`src/rtl/ifu_bhtbpu_pkg.sv`:
```
// Shared constants, JALR-xn state encoding and the saturating counter step
// used by the IFU branch predictor.
package ifu_bhtbpu_pkg;

   localparam int DEF_PC_SIZE     = 32;
   localparam int DEF_XLEN        = 32;
   localparam int DEF_RFIDX_WIDTH = 5;

   localparam logic [1:0] BHT_CNT_RST = 2'b01;

   typedef enum logic [1:0] {
      JALR_IDLE = 2'd0,
      JALR_DEPW = 2'd1,
      JALR_RDRF = 2'd2,
      JALR_DONE = 2'd3
   } jalrState_e;

   function automatic logic [1:0] satCount(input logic [1:0] cnt, input logic up);
      logic [1:0] res;
      res = cnt;
      if (up && cnt != 2'b11) begin
         res = cnt + 2'b01;
      end else if (!up && cnt != 2'b00) begin
         res = cnt - 2'b01;
      end
      return res;
   endfunction

endpackage

```
`src/rtl/ifu_bht.sv`:
```
// Branch history table: one 2-bit saturating counter per entry, combinational
// lookup and a single trained entry per cycle.
module ifu_bht
   import ifu_bhtbpu_pkg::*;
#(
   parameter int BHT_DEPTH = 64,
   parameter int BHT_IDX_W = $clog2(BHT_DEPTH)
) (
   input  logic                 clk,
   input  logic                 rst,
   input  logic [BHT_IDX_W-1:0] lkpIdx_i,
   output logic [1:0]           lkpCnt_o,
   input  logic                 updValid_i,
   input  logic [BHT_IDX_W-1:0] updIdx_i,
   input  logic                 updTaken_i
);

   logic [1:0] cnt_q [BHT_DEPTH];

   // Lookup reads the stored value, so a same-cycle update is not visible yet.
   assign lkpCnt_o = cnt_q[lkpIdx_i];

   always_ff @(posedge clk or negedge rst) begin
      if (!rst) begin
         for (int i = 0; i < BHT_DEPTH; i++) begin
            cnt_q[i] <= BHT_CNT_RST;
         end
      end else if (updValid_i) begin
         cnt_q[updIdx_i] <= satCount(cnt_q[updIdx_i], updTaken_i);
      end
   end

endmodule

```
`src/rtl/ifu_bhtbpu.sv`:
```
// IFU branch predictor: BHT-based direction for conditional branches, target
// adder operands, and the JALR rs1 dependency / register-file read sequencing.
module ifu_bhtbpu
   import ifu_bhtbpu_pkg::*;
#(
   parameter int PC_SIZE     = DEF_PC_SIZE,
   parameter int XLEN        = DEF_XLEN,
   parameter int RFIDX_WIDTH = DEF_RFIDX_WIDTH,
   parameter int BHT_DEPTH   = 64,
   parameter int BHT_IDX_W   = $clog2(BHT_DEPTH),
   parameter bit BHT_EN      = 1'b1
) (
   input  logic                   clk,
   input  logic                   rst,
   input  logic [PC_SIZE-1:0]     pc,
   input  logic                   dec_i_valid,
   input  logic                   dec_jal,
   input  logic                   dec_jalr,
   input  logic                   dec_bxx,
   input  logic [XLEN-1:0]        dec_bjp_imm,
   input  logic [RFIDX_WIDTH-1:0] dec_jalr_rs1idx,
   input  logic                   oitf_x1_dep,
   input  logic                   oitf_rs1_dep,
   input  logic                   ir_valid_clr,
   input  logic [XLEN-1:0]        rf2bpu_x1,
   input  logic [XLEN-1:0]        rf2bpu_rs1,
   input  logic                   upd_valid,
   input  logic [PC_SIZE-1:0]     upd_pc,
   input  logic                   upd_taken,
   output logic                   bpu_wait,
   output logic                   prdt_taken,
   output logic [PC_SIZE-1:0]     prdt_pc_add_op1,
   output logic [PC_SIZE-1:0]     prdt_pc_add_op2,
   output logic                   bpu2rf_rs1_ena
);

   jalrState_e       state_q, state_d;
   logic [XLEN-1:0]  rs1_q, rs1_d;
   logic [1:0]       lkpCnt;
   logic             dirTaken;
   logic             rs1x0, rs1x1, rs1xn;
   logic             jalrXnReq, x1Wait, xnWait, rs1Ena;
   logic             unused_bits;

   ifu_bht #(
      .BHT_DEPTH (BHT_DEPTH),
      .BHT_IDX_W (BHT_IDX_W)
   ) u_bht (
      .clk        (clk),
      .rst        (rst),
      .lkpIdx_i   (pc[BHT_IDX_W+1:2]),
      .lkpCnt_o   (lkpCnt),
      .updValid_i (upd_valid),
      .updIdx_i   (upd_pc[BHT_IDX_W+1:2]),
      .updTaken_i (upd_taken)
   );

   assign unused_bits = ^{pc[PC_SIZE-1:BHT_IDX_W+2], pc[1:0],
                          upd_pc[PC_SIZE-1:BHT_IDX_W+2], upd_pc[1:0], lkpCnt[0]};

   assign dirTaken   = BHT_EN ? lkpCnt[1] : dec_bjp_imm[XLEN-1];
   assign prdt_taken = dec_jal | dec_jalr | (dec_bxx & dirTaken);

   assign rs1x0 = (dec_jalr_rs1idx == RFIDX_WIDTH'(0));
   assign rs1x1 = (dec_jalr_rs1idx == RFIDX_WIDTH'(1));
   assign rs1xn = ~rs1x0 & ~rs1x1;

   assign jalrXnReq = dec_i_valid & dec_jalr & rs1xn;
   assign x1Wait    = dec_i_valid & dec_jalr & rs1x1 & oitf_x1_dep;

   // The RF read request fires only on the transition into RDRF; losing
   // dec_i_valid while waiting abandons the sequence without a read.
   always_comb begin
      state_d = state_q;
      rs1Ena  = 1'b0;
      xnWait  = 1'b0;
      unique case (state_q)
         JALR_IDLE: begin
            if (jalrXnReq) begin
               xnWait = 1'b1;
               if (oitf_rs1_dep && !ir_valid_clr) begin
                  state_d = JALR_DEPW;
               end else begin
                  state_d = JALR_RDRF;
                  rs1Ena  = 1'b1;
               end
            end
         end
         JALR_DEPW: begin
            xnWait = 1'b1;
            if (!dec_i_valid) begin
               state_d = JALR_IDLE;
            end else if (!oitf_rs1_dep || ir_valid_clr) begin
               state_d = JALR_RDRF;
               rs1Ena  = 1'b1;
            end
         end
         JALR_RDRF: begin
            xnWait  = 1'b1;
            state_d = dec_i_valid ? JALR_DONE : JALR_IDLE;
         end
         JALR_DONE: begin
            state_d = JALR_IDLE;
         end
         default: state_d = JALR_IDLE;
      endcase
   end

   assign rs1_d = (state_q == JALR_RDRF) ? rf2bpu_rs1 : rs1_q;

   always_ff @(posedge clk or negedge rst) begin
      if (!rst) begin
         state_q <= JALR_IDLE;
         rs1_q   <= '0;
      end else begin
         state_q <= state_d;
         rs1_q   <= rs1_d;
      end
   end

   // Stall and read request are held low while reset is asserted.
   assign bpu_wait       = rst & (x1Wait | xnWait);
   assign bpu2rf_rs1_ena = rst & rs1Ena;

   always_comb begin
      prdt_pc_add_op1 = pc;
      if (dec_jalr) begin
         if (rs1x0) begin
            prdt_pc_add_op1 = '0;
         end else if (rs1x1) begin
            prdt_pc_add_op1 = rf2bpu_x1[PC_SIZE-1:0];
         end else begin
            prdt_pc_add_op1 = rs1_q[PC_SIZE-1:0];
         end
      end
   end

   assign prdt_pc_add_op2 = dec_bjp_imm[PC_SIZE-1:0];

endmodule

```
`config.mk`:
```
export PLATFORM = sky130hd
export DESIGN_NAME = ifu_bhtbpu
export DESIGN_NICKNAME = d
export VERILOG_FILES = /design/src/rtl/ifu_bhtbpu_pkg.sv /design/src/rtl/ifu_bht.sv /design/src/rtl/ifu_bhtbpu.sv
export SDC_FILE = /design/constraint.sdc
export NUM_CORES = 1
export LEC_CHECK = 0
export BUFFER_PORTS_ARGS = -buffer_cell sky130_fd_sc_hd__clkbuf_2
export CAP_MARGIN = 20
export CORE_UTILIZATION = 45
export DETAILED_ROUTE_END_ITERATION = 12
export PLACE_DENSITY_LB_ADDON = 0.25
export SETUP_SLACK_MARGIN = 0.5
export SYNTH_ARGS = -nofsm -noshare
export SYNTH_HDL_FRONTEND = slang
export SYNTH_SLANG_ARGS = --single-unit
```
`constraint.sdc`:
```
create_clock -name clk -period 6.85 [get_ports clk]
set_input_delay 0.685 -clock clk [delete_from_list [all_inputs] [get_ports clk]]
set_output_delay 0.685 -clock clk [all_outputs]
set_load 0.05 [all_outputs]
```
## Word level (Yosys, flattened, before mapping)

Cells that the tools add are included.

- Bitwise logic cells: 15
- Muxes and demuxes: 28
- Add/subtract/negate cells: 2
- Equal/unequal tests: 7
- Reduce and logical (&&, ||, !) cells: 13
- $lt $le $gt $ge: 3

Operator list:

| kind | count |
|---|---|
| $bwmux 128 | 1 |
| $mux 32 | 3 |
| $mux 2 | 13 |
| $bmux 2 s6 | 2 |
| $ge 7x7->1 const B | 2 |
| $not 6->7 | 2 |
| $demux 2 s6 | 1 |
| $and 1x1->1 | 8 |
| $pmux 2 s4 | 1 |
| $lt 7x1->1 const B | 1 |
| $eq 5x1->1 const B | 1 |
| $logic_not 5->1 | 1 |
| $mux 1 | 5 |
| $eq 2x2->1 const B | 2 |
| $logic_and 1x1->1 | 4 |
| $ne 2x2->1 const B | 2 |
| $pmux 1 s2 | 2 |
| $logic_not 1->1 | 3 |
| $ne 3x3->1 const B | 1 |
| $or 1x1->1 | 3 |
| $add 2x1->2 const B | 1 |
| $eq 2x1->1 const B | 1 |
| $logic_not 2->1 | 1 |
| $not 1->1 | 2 |
| other kinds (5) | 5 |

- Flip-flop bits (word level): 162
- Output and inout port bits: 67
- Input bits: 176

## Longest topological paths before layout

Gate-level depths: netlist (run 1).

- Word-level depth: 10
- Gate-level depth with buffers: 16

## Hierarchy

A second synthesis (run 1) with hierarchy kept.

- Cell total of the unflattened synthesis: 1,169
- Area, all modules: 10,925.5 um^2

Modules (own cells, without submodules):

| module | area an instance (um^2) | seq. area each (um^2) | cells each | times used |
|---|---|---|---|---|
| ifu_bht | 8,498.2 | 3,283.1 | 892 | 1 |
| ifu_bhtbpu | 2,427.3 | 850.8 | 277 | 1 |

## Worst setup path after synthesis (run 1)

OpenSTA, ideal clock, no wires.

- Path kind: input to output
- From: input port pc[2]
- To: output port prdt_taken
- Arrival: 3.053 ns
- Setup slack: 3.112 ns
- Stages: 8
- Path buffers: 2
- Cells stage by stage: buf_2 -> buf_2 -> mux4_2 -> mux4_2 -> mux2_2 -> nand2_1 -> o21ai_0 -> a211o_1

- Cells in the longest elaborated chain, start to end: 6

RTL lines:

| item | RTL line | source |
|---|---|---|
| start, declared | ifu_bhtbpu.sv:15 | `input logic [PC_SIZE-1:0] pc,` |
| $not 6->7 (implied by the code) | ifu_bht.sv:21 | `assign lkpCnt_o = cnt_q[lkpIdx_i];` |
| $bmux 2 s6 | ifu_bht.sv:21 |  |
| $mux 2 (implied by the code) (2 in series) | ifu_bht.sv:21 |  |
| $and 1x1->1 | ifu_bhtbpu.sv:62 | `assign prdt_taken = dec_jal \| dec_jalr \| (dec_bxx & dirTaken);` |
| $or 1x1->1 | ifu_bhtbpu.sv:62 |  |
| end, declared | ifu_bhtbpu.sv:31 | `output logic prdt_taken,` |

No other way between the ends. The select of a mux whose other input is x is not followed.

## Worst setup path in the final report (run 1)

- From: input port upd_pc[2]
- To: register u_bht.cnt_q[78] (netlist name)

- Cells in the longest elaborated chain, start to end: 10

RTL lines:

| item | RTL line | source |
|---|---|---|
| start, declared | ifu_bhtbpu.sv:28 | `input logic [PC_SIZE-1:0] upd_pc,` |
| $not 6->7 (implied by the code) * | ifu_bht.sv:29 | `cnt_q[updIdx_i] <= satCount(cnt_q[updIdx_i], updTaken_i);` |
| parallel branches: the longest is 8 deep, another holds $sub 2x1->2 | n/a |  |
| $bwmux 128 * | ifu_bht.sv:29 |  |
| end signal, assigned by index | ifu_bht.sv:29 |  |
| end, declared | ifu_bht.sv:18 | `logic [1:0] cnt_q [BHT_DEPTH];` |

Mark *: on every way between the ends. The select of a mux whose other input is x is not followed.
A chain may end at the register's enable or synchronous reset.

==> results of run 1 <==
==> routing by layer <==
layer / vias to the layer above / track usage / routed length, um
met3: 51 / 0.0525 / 2040
met1: 3866 / 0.341 / 11500
met5: - / 0 / 0
met4: 0 / 0.0985 / 665
li1: 3613 / - / -
met2: 336 / 0.409 / 12900
==> cells by family after synthesis <==
| group | after synthesis | share of synthesized area |
|---|---|---|
| compound gates | 209 | 0.191 |
| buf+inv | 111 | 0.0628 |
| flops | 162 | 0.428 |
| mux | 93 | 0.152 |
| simple gates | 364 | 0.158 |
| fa+ha+maj | 7 | 0.00906 |
==> layout make-up <==
class,count,area [sq um]
clock buffer,20,467
fill,1890,10000
tap,275,344
multi-input combinational,673,4970
inverter,9,33.8
sequential,162,4130
timing repair buffer,171,923
clock inverter,12,145
==> path summary, 6_finish.rpt <==
kind,to,slack [ns]
max,u_bht.cnt_q[78],2.14
min,rs1_q[27],0.32
max reg2reg,u_bht.cnt_q[78],2.88
min reg2reg,u_bht.cnt_q[62],0.47
max in group asynchronous,u_bht.cnt_q[9],5.09
min in group clk,u_bht.cnt_q[62],0.47
==> report_power, final <==
group,switching [mW],internal [mW]
logic,0.729,0.479
registers,0.163,1.28
clock network,0.420,0.574
total,1.31,2.33
==> worst reg2reg max path, delay by kind of cell, from the launching register on <==
kind	cells	cell delay [ns]
AND/OR/NAND/NOR	4	1.53
AO/OA/AOI/OAI	3	0.52
buffers and inverters	1	0.35
flip-flops	1	0.40
multiplexers	2	0.80
adder cells (fa/ha/maj)	1	0.27
==> cells in the mapped netlist, drive strengths merged, types with 2 or more instances <==
library cell	instances	area [sq um]
nand2	249	935
o31ai	128	1260
dfrtp	98	2450
dfstp	64	1680
buf	56	400
clkbuf	46	173
nor2	42	158
mux4	38	871
mux2	37	417
a31oi	36	231
nand3	35	175
mux2i	18	180
o21ai	10	50.1
a221oi	8	70.1
inv	8	30.0
ha	7	87.6
a21oi	6	30.0
and3	6	37.5
nand2b	5	31.3
and3b	4	35.0
nor3	4	20.0
a311oi	3	26.3
nand3b	3	22.5
nor3b	3	22.5
o22ai	3	18.8
or2	3	18.8
a211o	2	17.5
and4	2	17.5
nor2b	2	12.5
o211ai	2	20.0
o2bb2ai	2	17.5
o32ai	2	17.5
==> state kept, by name, indices dropped and copies added (netlist names) <==
signal / cells
u_bht.cnt_q: 128
state_q: 2
rs1_q: 32
==> stage by stage <==
stage / worst slack, ns / hold slack, ns
after global placement: 1.88 / 0.456
after floorplan: 3.11 / 0.389
after global routing: 1.89 / 0.388
after detailed placement: 1.77 / 0.462
after CTS: 2.20 / 0.378
final: 2.14 / 0.315
==> flow_summary_export.csv, run 1 <==
group,metric,value,unit
route,wirelength,27.1,mm
logic_synthesis,postSynthCellCount,946,
logic_synthesis,ys_seq_area_frac,0.428,
logic_synthesis,yosys_most_used_dff,"dfrtp_1",
critical_path,path_cells,"clkbuf_2 > clkinv_1 > o32ai_1 > o21ai_0 > and4_1 > and3_1 > inv_1 > ha_1 > nand2_1 > nand2_1 > and4_2 > buf_4 > o31ai_1",
final_layout,layout.cells.non_filler,1322,
final_layout,post-route-util,0.524,
clock_network,numCtsBuffers,17,
die,core_area,21000,sq um
final_layout,final_common_cell,"nand2_1",
critical_path,start_kind,"primary input",
final_layout,drive_gt1_frac,0.394,
route,post_drt_wl_per_cell,20.5,um
place,port_buffers,152,
clock_network,cts.sinks,162,
critical_path,worstSetupStartpoint,"upd_pc[2]",
critical_path,critPathKind,"in2reg",
logic_synthesis,synth-warning-count,0,
die,die_area,22100,sq um
logic_synthesis,async_flop_share,1.00,
critical_path,cp_slowest_cell,"and4_2",
sta,worstMarginPinSlew,1.24,ns
global_routing,gr-usage-all-layers,0.256,
place,place.gp.congestion,0.858,
clock_network,cts_tree,"yes",
clock_network,path_clk_slew,0.07,ns
final_layout,num-nets-final,1217,
clock_network,root_buffer,"clkbuf_16",
critical_path,cp_common_cell,"nand2_1",
die,die_x,149,um
clock_network,cts-resized-gates,0,
die,ios,243,
critical_path,cp_slowest_stage_delay,0.96,ns
sta,relSlewSlack,0.167,
sta,rsz0062_at_grt,"no",
run_status,status,"finished, final reports clean",
global_routing,grt_pass1_wl,43.0,mm
sta,fin_worst_skew,0.0107,ns
critical_path,path_delay_family,"buffers and inverters",
sta,timing.fmax,0.212,GHz
die,start_util,0.460,
place,placement.cell_area,10400,sq um
route,drtAntennaViolNets,0,
critical_path,reg2reg_from,"u_bht.cnt_q[37]",
place,dp.cells,1289,
die,rows,53,
critical_path,worstPathArrival,5.04,ns
final_layout,n_antenna_cell,0,
logic_synthesis,synth_nets,1129,
global_routing,grt_pass1_vias,7620,
sta,final_max_slew_viol_count,0,
global_routing,overflow,0,
hold_path,hp-class,"in2async",
sta,period_share,0.688,
critical_path,reg2reg_depth,11,
clock_network,insertion_delay,0.44,ns
critical_path,cp.required,7.18,ns
route,via_per_inst,5.95,
clock_network,cts_setup_buffers,0,
critical_path,end_kind,"flip-flop",
logic_synthesis,synth_seq_cells,162,
critical_path,worstPathMaxFanout,42,
route,drc,0,
sta,fin_crit,4.71,ns
global_routing,antenna_found_initial,0,
logic_synthesis,yosysUniqueCellTypes,53,
sta,fin_setup_tns,0,ns
final_layout,synthToLayoutAreaGrowth,14.0,%
final_layout,final_cell_mix,"nand2_1 (249), clkbuf_2 (151), dfrtp_1 (98)",
logic_synthesis,synth_edf_count,0,
clock_network,hold_buffers,0,
route,drtIter0Drc,721,
power,power.density,331,nW/um^2
global_routing,grt_max_degree,100,
sta,hold_viol_final,0,
job,drv_cap,0,
final_layout,fin_area,11000,sq um
power,p_leak,4.68,nW
power,total_power,3.64,mW
logic_synthesis,synthesis.area,9670,sq um
sta,finalSetupViolations,0,
die,die_y,149,um
power,vdd_drop_max,0.197,mV
route,first_pass_iters,5,
place,hpwl,18.1,mm
critical_path,path_buf_inv,4,
clock_network,htreeDepth,4,
route,via_count,7866,
critical_path,path_depth,13,
logic_synthesis,avgSynthCellArea,10.2,sq um
clock_network,clockBufferDepth,2,
No activity file was read; power rests on OpenSTA's default activity.
==> run 2: changes to the inputs <==
Clock period 6.85 ns to 4.2 ns, I/O delays scaled along.
==> flow_summary_export.csv, run 2 (same netlist as run 1, synthesis figures left out) <==
group,metric,value,unit
clock_network,cts.sinks,162,
route,wirelength,27.4,mm
power,pwr-share-clk,0.288,
sta,fin_setup_tns,0,ns
sta,fin_worst_skew,0.0111,ns
critical_path,r2r_end,"u_bht.cnt_q[61]",
power,seqPwrFrac,0.383,
sta,final_max_slew_viol_count,0,
die,die_y,149,um
hold_path,holdPathStages,2,
critical_path,worstPathArrival,3.03,ns
place,dp.cells,1306,
sta,relSlewSlack,0.312,
power,switching_share,0.352,
final_layout,final_common_cell,"nand2_1",
sta,rsz0062_at_grt,"no",
run_status,status,"finished, final reports clean",
final_layout,largestRegisters,"u_bht.cnt_q x128, rs1_q x32, state_q x2",
final_layout,drive_gt1_frac,0.404,
critical_path,reg2reg_from,"u_bht.cnt_q[37]",
sta,period_share,0.822,
route,post_drt_wl_per_cell,20.4,um
hold_path,hp-class,"in2reg",
route,first_pass_iters,5,
clock_network,path_clk_slew,0.07,ns
critical_path,worstSetupStartpoint,"pc[2]",
die,rows,53,
critical_path,end_kind,"primary output",
route,drtAntennaViolNets,0,
critical_path,start_kind,"primary input",
clock_network,insertion_delay,0.44,ns
global_routing,gr-usage-all-layers,0.257,
critical_path,r2r_slack,0.83,ns
final_layout,regMostFlops,"u_bht.cnt_q",
place,placement.cell_area,10600,sq um
sta,worstMarginPinSlew,1.03,ns
final_layout,synthToLayoutAreaGrowth,16.7,%
critical_path,reg2reg_depth,10,
die,ios,243,
die,die_x,149,um
sta,fin_crit,3.45,ns
critical_path,cp.required,3.78,ns
final_layout,layout.cells.non_filler,1342,
die,start_util,0.460,
clock_network,root_buffer,"clkbuf_16",
sta,finalSetupViolations,0,
global_routing,overflow,0,
sta,holdWs,0.208,ns
sta,hold_viol_final,0,
power,power_switching,2.16,mW
place,place.gp.congestion,0.872,
sta,timing.fmax,0.290,GHz
route,via_per_inst,5.81,
power,p_leak,4.81,nW
global_routing,grt_pass1_vias,7548,
place,hpwl,19.0,mm
global_routing,antenna_found_initial,3,
hold_path,min-delay-start,"rf2bpu_rs1[24]",
route,drc,0,
place,port_buffers,152,
die,core_area,21000,sq um
critical_path,critPathKind,"in2out",
power,total_power,6.14,mW
route,via_count,7792,
final_layout,largest_register_ffs,128,
power,p_comb_frac,0.329,
global_routing,grt_max_degree,63,
power,p_int,3.97,mW
die,die_area,22100,sq um
route,drtIter0Drc,611,
job,drv_cap,0,
critical_path,worstPathMaxFanout,16,
final_layout,final_cell_mix,"nand2_1 (249), clkbuf_2 (150), dfrtp_1 (98)",
clock_network,cts_tree,"yes",
power,vdd_drop_max,0.301,mV
final_layout,fin_area,11300,sq um
clock_network,clockBufferDepth,2,
clock_network,numCtsBuffers,17,
global_routing,grt_pass1_wl,42.9,mm
final_layout,num-nets-final,1234,
clock_network,htreeDepth,4,
power,power.density,544,nW/um^2
hold_path,hold_path_end,"rs1_q[24]",
## run 2: cell types whose count changed in the layout (fill, tap and decap cells not counted), sizes merged
cell	delta
dlygate4sd3	+1
bufinv	+3
inv	+2
diode	+3
clkbuf	-3
clkinvlp	-1
buf	+16
clkinv	-1
## run 2: worst max path at each step
stage | cells after the start | endpoint
after global placement | 13 | u_bht.cnt_q[61]
final | 8 | prdt_taken
after detailed placement | 14 | u_bht.cnt_q[18]
after global routing | 13 | u_bht.cnt_q[122]
after floorplan | 11 | u_bht.cnt_q[11]
after CTS | 14 | u_bht.cnt_q[18]
## run 2: power groups by stage
stage / logic (mW) / registers [mW] / clock network [mW]
2_1_floorplan: 1.61 / 2.27 / 0
3_3_place_gp: 1.98 / 2.35 / 0
3_5_place_dp: 2.02 / 2.37 / 0
4_1_cts: 2.03 / 2.35 / 1.80
5_1_grt: 2.19 / 2.40 / 1.87
6_report: 2.02 / 2.35 / 1.77
## run 2: what timing repair did
item                       4_1_cts  5_1_grt
buffers inserted                 0        0
resized for setup                0        3
hold buffers                     1        0
setup endpoints to repair        0       18
hold endpoints to repair        33        0
## run 2: worst max-delay path: stages
cell	delay (ns)
clkbuf_2	0.51
mux4_2	0.64
mux4_2	0.49
mux2_2	0.29
nand2_1	0.06
o21ai_0	0.08
a211o_1	0.29
clkbuf_2	0.23
## run 2: layer usage
metal	up-vias	wire length, um	track usage
met1	3782	11700	0.344
met3	52	1870	0.0491
met5	-	0	0
met2	295	13100	0.407
met4	0	784	0.113
li1	3663	-	-
## run 2: cell type report
| class | count | area, sq um |
|---|---|---|
| Antenna cell | 3 | 7.51 |
| Clock buffer | 17 | 425 |
| Clock inverter | 15 | 240 |
| Fill cell | 1866 | 9740 |
| Inverter | 9 | 33.8 |
| Multi-Input combinational cell | 673 | 4980 |
| Sequential cell | 162 | 4130 |
| Tap cell | 275 | 344 |
| Timing Repair Buffer | 188 | 1120 |
## run 2: through the flow
| step | util | setup slack [ns] |
|---|---|---|
| 2_1_floorplan | - | 0.750 |
| 3_3_place_gp | 0.503 | 0.268 |
| 3_5_place_dp | 0.504 | 0.180 |
| 4_1_cts | 0.536 | 0.620 |
| 5_1_grt | 0.536 | 0.550 |
| 6_report | 0.537 | 0.746 |
==> run 3: changes to the inputs <==
Clock period 4.2 ns to 3.47 ns, I/O delays scaled along.
==> flow_summary_export.csv, run 3 (same netlist as run 1, synthesis figures left out) <==
group,metric,value,unit
critical_path,cp.required,3.82,ns
critical_path,end_kind,"flip-flop",
sta,fin_worst_skew,0.0121,ns
route,first_pass_iters,6,
clock_network,cts_tree,"yes",
sta,setup_slack,0.330,ns
critical_path,path_cells,"mux4_2 > mux2_4 > a22oi_2 > o211ai_2 > nor3_2 > ha_2 > nand2b_4 > buf_4 > nand2_4 > buf_6 > a31oi_4 > buf_4 > clkbuf_16 > o31ai_1",
critical_path,cp_common_cell,"buf_4",
critical_path,cp_slowest_stage_delay,0.47,ns
critical_path,start_kind,"flip-flop",
clock_network,root_buffer,"clkbuf_16",
die,die_x,149,um
sta,final_max_slew_viol_count,0,
route,via_count,8790,
final_layout,seq_area,4130,sq um
clock_network,cts.sinks,162,
power,vdd_drop_max,0.442,mV
die,core_area,21000,sq um
power,total_power,8.25,mW
critical_path,worstPathArrival,3.49,ns
clock_network,htreeDepth,4,
route,via_per_inst,6.19,
clock_network,insertion_delay,0.44,ns
final_layout,final_common_cell,"nand2_1",
place,post-place-ws,0.0128,ns
place,port_buffers,152,
sta,rsz0062_at_grt,"yes",
global_routing,overflow,0,
route,drtIter0Drc,672,
sta,fin_setup_tns,0,ns
final_layout,synthToLayoutAreaGrowth,38.7,%
run_status,status,"finished, final reports clean",
final_layout,final_cell_mix,"nand2_1 (246), clkbuf_2 (148), dfrtp_1 (98)",
global_routing,grt_max_degree,156,
final_layout,num-nets-final,1313,
final_layout,regMostFlops,"u_bht.cnt_q",
sta,timing.fmax,0.318,GHz
power,power.density,615,nW/um^2
clock_network,path_clk_slew,0.07,ns
final_layout,drive_gt1_frac,0.517,
route,drc,0,
global_routing,grt_pass1_vias,8382,
place,hpwl,19.7,mm
global_routing,grt_pass1_wl,46.2,mm
sta,period_share,0.905,
die,die_area,22100,sq um
critical_path,cp_slowest_cell,"mux4_2",
die,die_y,149,um
final_layout,multi_input_area,5940,sq um
route,wirelength,33.9,mm
sta,fin_crit,3.14,ns
critical_path,worstPathMaxFanout,8,
final_layout,post-route-util,0.638,
job,drv_cap,0,
route,drtAntennaViolNets,0,
final_layout,largestRegisters,"u_bht.cnt_q x128, rs1_q x32, state_q x2",
power,p_leak,5.62,nW
sta,relSlewSlack,0.388,
place,place.gp.congestion,0.852,
sta,worstMarginPinSlew,0.911,ns
global_routing,antenna_found_initial,0,
clock_network,numCtsBuffers,17,
die,start_util,0.460,
sta,finalSetupViolations,0,
global_routing,gr-usage-all-layers,0.277,
die,rows,53,
critical_path,critPathKind,"reg2reg",
die,ios,243,
clock_network,clockBufferDepth,2,
final_layout,nFillCells,1579,
hold_path,hp-class,"in2reg",
sta,hold_viol_final,0,
final_layout,largest_register_ffs,128,
route,post_drt_wl_per_cell,23.9,um
## run 3: changes by cell type in the layout (fill, tap and decap cells not counted), sizes merged
| cell | previous run | this run |
|---|---|---|
| clkinv | 2 | 7 |
| inv | 15 | 12 |
| diode | 3 | 1 |
| buf | 36 | 101 |
| bufinv | 5 | 1 |
| clkbuf | 168 | 184 |
## run 3: worst paths after layout
path / startpoint / slack (ns) / endpoint / cells past startpoint
worst max-delay path: u_bht.cnt_q[33] / 0.33 / u_bht.cnt_q[54] / 14
worst min-delay path: rf2bpu_rs1[13] / 0.14 / rs1_q[13] / 2
worst max register to register: u_bht.cnt_q[33] / 0.33 / u_bht.cnt_q[54] / 14
worst min register to register: u_bht.cnt_q[54] / 0.48 / u_bht.cnt_q[54] / 2
max in group asynchronous: rst / 2.08 / u_bht.cnt_q[89] / 3
min in group asynchronous: rst / 0.34 / rs1_q[10] / 2
## run 3: critical path, delay by kind of cell, from the launching register on
family | cells | cell delay (ns)
AOI/OAI and AO/OA | 4 | 0.65
adders and majority gates | 1 | 0.26
buffers and inverters | 4 | 0.60
DFF | 1 | 0.40
muxes | 2 | 0.77
and+or+nand+nor | 3 | 0.36
## run 3: repair_timing
item / in CTS / in global routing
gates cloned: 9 / 17
hold buffers: 1 / 0
gates resized for setup: 66 / 118
hold endpoints to repair: 7 / 0
pin swaps: 3 / 44
endpoints found under the setup margin: 129 / 129
setup buffers: 15 / 6
## run 3: routing by layer
metal / wire length, um / global-route usage
met5: 0 / 0
met4: 1470 / 0.111
met3: 2740 / 0.0494
met2: 17100 / 0.475
met1: 12600 / 0.346
## run 3: metrics by stage
step / area, sq um / cells / hold WS, ns
final: 13400 / 1419 / 0.136
after global routing: 13400 / 1418 / 0.125
after CTS: 12200 / 1395 / 0.135
after detailed placement: 10900 / 1338 / 0.172
after global placement: 10900 / 1338 / 0.172
after floorplan: 9770 / 946 / 0.0514
## run 3: layout make-up
cell class / count / area share
multi-input cells: 673 / 0.443
flip-flops and latches: 162 / 0.308
repair buffers: 267 / 0.178
clock buffers: 19 / 0.0330
well taps: 275 / 0.0257
clock inverters: 13 / 0.00952
inverters: 9 / 0.00261
diodes: 1 / 0.000187
## run 3: where the power goes
group / switching, mW / internal [mW] / leakage, nW
sequential: 0.342 / 2.52 / 1.92
combinational: 1.94 / 1.59 / 3.42
clock: 0.838 / 1.02 / 0.276
